File: config.mk
export PLATFORM = sky130hd
export DESIGN_NAME = sm_addsub_bcd_flat
export DESIGN_NICKNAME = d
export VERILOG_FILES = /design/src/rtl/sm_addsub_bcd_if.sv /design/src/rtl/sm_addsub_bcd.sv /design/src/flat_wrapper.sv
export SDC_FILE = /design/constraint.sdc
export NUM_CORES = 1
export LEC_CHECK = 0
export ABC_CLOCK_PERIOD_IN_PS = 3350
export CAP_MARGIN = 5
export CORE_ASPECT_RATIO = 0.9
export CORE_UTILIZATION = 36
export DETAILED_ROUTE_END_ITERATION = 6
export PLACE_DENSITY = 0.57
export SKIP_LAST_GASP = 1
export SLEW_MARGIN = 10
export SYNTH_ARGS = -nofsm -noshare
export SYNTH_HDL_FRONTEND = slang
export SYNTH_SLANG_ARGS = --single-unit
File: constraint.sdc
create_clock -name clk -period 3.35 [get_ports clk]
set_input_delay 0.67 -clock clk [delete_from_list [all_inputs] [get_ports clk]]
set_output_delay 0.67 -clock clk [all_outputs]
set_load 0.01 [all_outputs]
File: src/rtl/sm_addsub_bcd_if.sv
// Operand/result bundle for the sign-magnitude add/sub + BCD unit.
// master drives operands and start; slave returns busy/done and the registered results.
interface sm_addsub_bcd_if #(
  parameter int W    = 8,
  parameter int NDIG = 3
);
  logic              start;
  logic              op;
  logic              sign_x;
  logic [W-1:0]      mag_x;
  logic              sign_y;
  logic [W-1:0]      mag_y;
  logic              busy;
  logic              done;
  logic              sign_out;
  logic [W:0]        mag_out;
  logic [4*NDIG-1:0] bcd_out;

  modport master (
    output start, op, sign_x, mag_x, sign_y, mag_y,
    input  busy, done, sign_out, mag_out, bcd_out
  );

  modport slave (
    input  start, op, sign_x, mag_x, sign_y, mag_y,
    output busy, done, sign_out, mag_out, bcd_out
  );
endinterface

File: src/rtl/sm_addsub_bcd.sv
// Sign-magnitude X+/-Y, then double-dabble to packed BCD; done pulses W+3 edges after start.
// No backpressure: start is taken only in IDLE, ignored while busy; outputs hold until next done.
module sm_addsub_bcd #(
  parameter int W    = 8,
  parameter int NDIG = 3,
  parameter int CW   = 4
) (
  input  logic             clk,
  input  logic             reset,
  sm_addsub_bcd_if.slave   bus
);
  localparam int BW = 4 * NDIG;

  typedef enum logic [1:0] {IDLE, CALC, CONV} state_t;

  state_t          state, stateNext;
  logic            sx, sy;
  logic [W-1:0]    mx, my;
  logic [W:0]      bin, resMag;
  logic            resSign;
  logic [BW-1:0]   scr;
  logic [CW-1:0]   cnt;
  logic            doneReg, signReg;
  logic [W:0]      magReg;
  logic [BW-1:0]   bcdReg;

  logic [W:0]      calcMag;
  logic            calcSign;
  logic [BW-1:0]   adj, scrNext;
  logic [W:0]      binNext;
  logic            lastStep;

  // Magnitude/sign of the signed sum; zero never carries a negative sign.
  always_comb begin
    calcMag  = '0;
    calcSign = 1'b0;
    if (sx == sy) begin
      calcMag  = {1'b0, mx} + {1'b0, my};
      calcSign = sx;
    end else if (mx > my) begin
      calcMag  = {1'b0, mx} - {1'b0, my};
      calcSign = sx;
    end else if (my > mx) begin
      calcMag  = {1'b0, my} - {1'b0, mx};
      calcSign = sy;
    end
    if (calcMag == '0) calcSign = 1'b0;
  end

  // One double-dabble step: add-3 to digits >= 5, then shift {scratch, binary} left.
  always_comb begin
    adj = scr;
    for (int d = 0; d < NDIG; d++) begin
      if (scr[4*d +: 4] >= 4'd5) adj[4*d +: 4] = scr[4*d +: 4] + 4'd3;
    end
    scrNext = BW'({adj, bin[W]});
    binNext = {bin[W-1:0], 1'b0};
  end

  assign lastStep = (state == CONV) && (cnt == CW'(1));

  always_ff @(posedge clk or posedge reset) begin
    if (reset) state <= IDLE;
    else       state <= stateNext;
  end

  always_comb begin
    stateNext = state;
    case (state)
      IDLE:    if (bus.start) stateNext = CALC;
      CALC:    stateNext = CONV;
      CONV:    if (lastStep) stateNext = IDLE;
      default: stateNext = IDLE;
    endcase
  end

  always_ff @(posedge clk or posedge reset) begin
    if (reset) begin
      sx      <= 1'b0;
      sy      <= 1'b0;
      mx      <= '0;
      my      <= '0;
      bin     <= '0;
      scr     <= '0;
      cnt     <= '0;
      resMag  <= '0;
      resSign <= 1'b0;
      doneReg <= 1'b0;
      signReg <= 1'b0;
      magReg  <= '0;
      bcdReg  <= '0;
    end else begin
      doneReg <= 1'b0;
      case (state)
        IDLE: if (bus.start) begin
          sx <= bus.sign_x;
          sy <= bus.sign_y ^ bus.op;
          mx <= bus.mag_x;
          my <= bus.mag_y;
        end
        CALC: begin
          bin     <= calcMag;
          resMag  <= calcMag;
          resSign <= calcSign;
          scr     <= '0;
          cnt     <= CW'(W + 1);
        end
        CONV: begin
          bin <= binNext;
          scr <= scrNext;
          cnt <= cnt - CW'(1);
          if (lastStep) begin
            doneReg <= 1'b1;
            signReg <= resSign;
            magReg  <= resMag;
            bcdReg  <= scrNext;
          end
        end
        default: ;
      endcase
    end
  end

  assign bus.busy     = (state != IDLE);
  assign bus.done     = doneReg;
  assign bus.sign_out = signReg;
  assign bus.mag_out  = magReg;
  assign bus.bcd_out  = bcdReg;
endmodule
File: src/flat_wrapper.sv
// flat-port wrapper written by rule: the top's interface ports become plain ports
module sm_addsub_bcd_flat 
#(
  parameter int W    = 8,
  parameter int NDIG = 3,
  parameter int CW   = 4
)
  (clk, reset, bus_start, bus_op, bus_sign_x, bus_mag_x, bus_sign_y, bus_mag_y, bus_busy, bus_done, bus_sign_out, bus_mag_out, bus_bcd_out);
  sm_addsub_bcd_if #(.W(W), .NDIG(NDIG)) bus_i ();
  input  logic clk;
  input  logic reset;
  input wire logic [$bits(bus_i.start)-1:0] bus_start;
  input wire logic [$bits(bus_i.op)-1:0] bus_op;
  input wire logic [$bits(bus_i.sign_x)-1:0] bus_sign_x;
  input wire logic [$bits(bus_i.mag_x)-1:0] bus_mag_x;
  input wire logic [$bits(bus_i.sign_y)-1:0] bus_sign_y;
  input wire logic [$bits(bus_i.mag_y)-1:0] bus_mag_y;
  output wire logic [$bits(bus_i.busy)-1:0] bus_busy;
  output wire logic [$bits(bus_i.done)-1:0] bus_done;
  output wire logic [$bits(bus_i.sign_out)-1:0] bus_sign_out;
  output wire logic [$bits(bus_i.mag_out)-1:0] bus_mag_out;
  output wire logic [$bits(bus_i.bcd_out)-1:0] bus_bcd_out;
  assign bus_i.start = bus_start;
  assign bus_i.op = bus_op;
  assign bus_i.sign_x = bus_sign_x;
  assign bus_i.mag_x = bus_mag_x;
  assign bus_i.sign_y = bus_sign_y;
  assign bus_i.mag_y = bus_mag_y;
  assign bus_busy = bus_i.busy;
  assign bus_done = bus_i.done;
  assign bus_sign_out = bus_i.sign_out;
  assign bus_mag_out = bus_i.mag_out;
  assign bus_bcd_out = bus_i.bcd_out;
  sm_addsub_bcd #(.W(W), .NDIG(NDIG), .CW(CW)) u_core (.clk(clk), .reset(reset), .bus(bus_i));
endmodule
==> flow_summary.json <==
{
  "wl_um": 11300,
  "die_x_um": 124,
  "startpoint_type": "register",
  "synth_compound_area_share_pct": 18.2,
  "cp_slowest_cell": "ha_1",
  "start_util_pct": 37.5,
  "post_cts_resized": 0,
  "dr_total_vias": 3777,
  "syn_area_um2": 4830,
  "drc": 0,
  "synthSimpleGateAreaFrac_pct": 14.9,
  "synthFlopType": "dfrtp_1",
  "crit_family": "compound AO/OA/AOI/OAI gates",
  "critPathKind": "reg -> reg",
  "synth_area_leaders": "dfrtp_1 (40%), ha_1 (9.6%), mux2_2 (7.0%), nand2_1 (5.7%), inv_1 (3.7%)",
  "status": "completed",
  "synth_fa_ha_area_share_pct": 10.8,
  "hold_start": "u_core.resMag[1]$_DFFE_PP0N_",
  "endpoint_kind": "register",
  "cts.sinks": 78,
  "cts_made_buffers": 9,
  "path_cells": "inv_1 > ha_1 > a21o_1 > a221oi_4 > o21ai_2 > nand2_4 > nor4b_2 > a2111oi_4 > nor3b_2 > a41oi_2",
  "synth.avg_cell_area_um2": 9.45,
  "antenna_found_initial": 0,
  "ys_seq_elements": 78,
  "yosysWarnings": 0,
  "cp.arrival_ns": 3.13,
  "nets": 617,
  "hold_viol": 0,
  "max_slew_margin_pct": 44.0,
  "die_area_um2": 13900,
  "setup_tns_ns": 0,
  "die_h_um": 112,
  "drive_above_1_share_pct": 13.2,
  "synthToLayoutAreaGrowth_pct": 19.7,
  "synthesis.nets": 573,
  "grt_max_degree": 36,
  "final_cell_mix": "dfrtp_1 (78), nand2_1 (73), inv_1 (47)",
  "crit_path_max_incr_delay_ns": 0.50,
  "drv_slew": 0,
  "clockBufferDepth": 2,
  "grt_pass1_wl_um": 19100,
  "core_um2": 12900,
  "grt_pass1_vias": 3693,
  "wl_met3_um": 437,
  "pin_count": 46,
  "mostFrequentLayoutCell": "dfrtp_1",
  "r2r_slack_ns": 0.43,
  "vias_per_cell": 5.22,
  "period_share_pct": 87.3,
  "synth-xor-area-share_pct": 2.36,
  "cp_num_buf_inv": 1,
  "highest_layer": "met4",
  "hold_path_end": "u_core.bus.mag_out[1]$_DFFE_PP0P_",
  "antenna_cells": 0,
  "drtAntennaViolNets": 0,
  "netlist.area_leader.share_pct": 40.4,
  "first_pass_iters": 5,
  "grt_util_all_layers_pct": 18.0,
  "rsz0062_at_grt": "false",
  "ff2ff_path_depth": 10,
  "reg2reg_to": "u_core.resSign$_DFFE_PP0N_",
  "fin_util_pct": 44.9,
  "synth_cells": 511,
  "cap_violations": 0,
  "fin_skew_ns": 0.00505,
  "yosysTopAreaCell": "dfrtp_1",
  "synthArstFlopShare_pct": 100,
  "worstSkewPairLatency_ns": 0.34,
  "synth-edff-count": 0,
  "wl_met2_um": 4900,
  "worstPathMaxFanout": 13,
  "overflow": 0,
  "holdPathStages": 2,
  "fin_crit_ns": 2.92,
  "hpwlAfterDp_um": 8290,
  "wl_met1_um": 5830,
  "timing.rr.start": "u_core.my[4]$_DFFE_PP0P_",
  "hold_class": "reg -> reg",
  "setup_ws_ns": 0.427,
  "num_rows": 39,
  "cts_tree": "done",
  "synthMuxAreaShare_pct": 7.41,
  "max_slew.worst_pin.slew_ns": 0.838,
  "cts_hold_buf": 0,
  "clockRootBuffer": "clkbuf_16",
  "dp_slack_ns": 0.470,
  "port-buffer-count": 45,
  "gp_congestion": 0.842,
  "wl_per_cell_um": 15.6,
  "cts.clk_slew.worst_paths_ns": 0.06,
  "postCtsSetupBuffers": 0,
  "htreeDepth": 3,
  "first_iter_violations": 286,
  "ys_seq_area_share_pct": 40.4,
  "fmax_mhz": 342,
  "required_ns": 3.56,
  "synth_top_family_by_area": "compound AO/OA/AOI/OAI gates",
  "synth_cell_type_count": 67,
  "setup_viol": 0
}
==> layout make-up <==
type	instances	area [um^2]
Tap cell	164	205
Timing Repair Buffer	53	523
Inverter	49	184
Sequential cell	78	1950
Clock inverter	3	67.6
Clock buffer	12	256
Fill cell	1250	7100
Multi-Input combinational cell	364	2590
==> flip-flops by register name, indices dropped and copies added, names as in the netlist <==
signal and flops:
u_core.sx 1, u_core.bus.mag_out 9, u_core.bus.bcd_out 12, u_core.my 8, u_core.state 2, u_core.cnt 4
u_core.bin 9, u_core.bus.sign_out 1, u_core.resMag 9, u_core.mx 8, u_core.scr 12, u_core.sy 1
u_core.resSign 1, u_core.bus.done 1
==> cell usage after synthesis (all sizes together) (10+ instances only) <==
master and count:
dfrtp 78, o21ai 36, nand2 75, clkbuf 14, a21oi 27, ha 37
xnor2 11, nor2 31, mux2 30, nor3 10, inv 48, o22ai 12
a31oi 11
==> through the flow <==
step	std cells	cell area [um^2]	hold WS [ns]
after floorplan	511	4830	0.431
after global placement	708	5460	0.454
after detailed placement	708	5460	0.457
after CTS	723	5780	0.469
after global routing	723	5780	0.503
final	723	5780	0.469
==> worst reg2reg max path, delay by kind of cell, from the launching register on <==
family	cells	cell delay [ns]
fa+ha+maj	1	0.50
compound gates	5	1.36
buf+inv	1	0.06
simple gates	3	0.49
flops	1	0.38
==> how the worst max path moves through the flow <==
stage,to,start,depth (start not counted),slack [ns]
2_1_floorplan,u_core.bin[0]$_DFFE_PP0P_,reset,1,0.68
3_3_place_gp,u_core.resSign$_DFFE_PP0N_,u_core.my[4]$_DFFE_PP0P_,10,0.49
3_5_place_dp,u_core.resSign$_DFFE_PP0N_,u_core.my[4]$_DFFE_PP0P_,10,0.47
4_1_cts,u_core.resSign$_DFFE_PP0N_,u_core.my[4]$_DFFE_PP0P_,10,0.46
5_1_grt,u_core.bin[5]$_DFFE_PP0P_,u_core.my[4]$_DFFE_PP0P_,10,0.22
6_report,u_core.resSign$_DFFE_PP0N_,u_core.my[4]$_DFFE_PP0P_,10,0.43
==> layer usage <==
metal,up-vias,global-route usage [%]
met1,1833,26.2
met3,9,4.61
met4,0,4.52
met5,-,0
met2,82,26.4
li1,1853,-
==> kinds of logic after synthesis <==
logic type / count (synthesis)
DFF: 78
buffers and inverters: 69
muxes: 32
xor gates and xnor gates: 13
adders and majority gates: 40
and+or+nand+nor: 151
AOI/OAI and AO/OA: 128
Power is not shown: default switching activity piles up to over one toggle a cycle in this logic, so the estimate is an artifact.
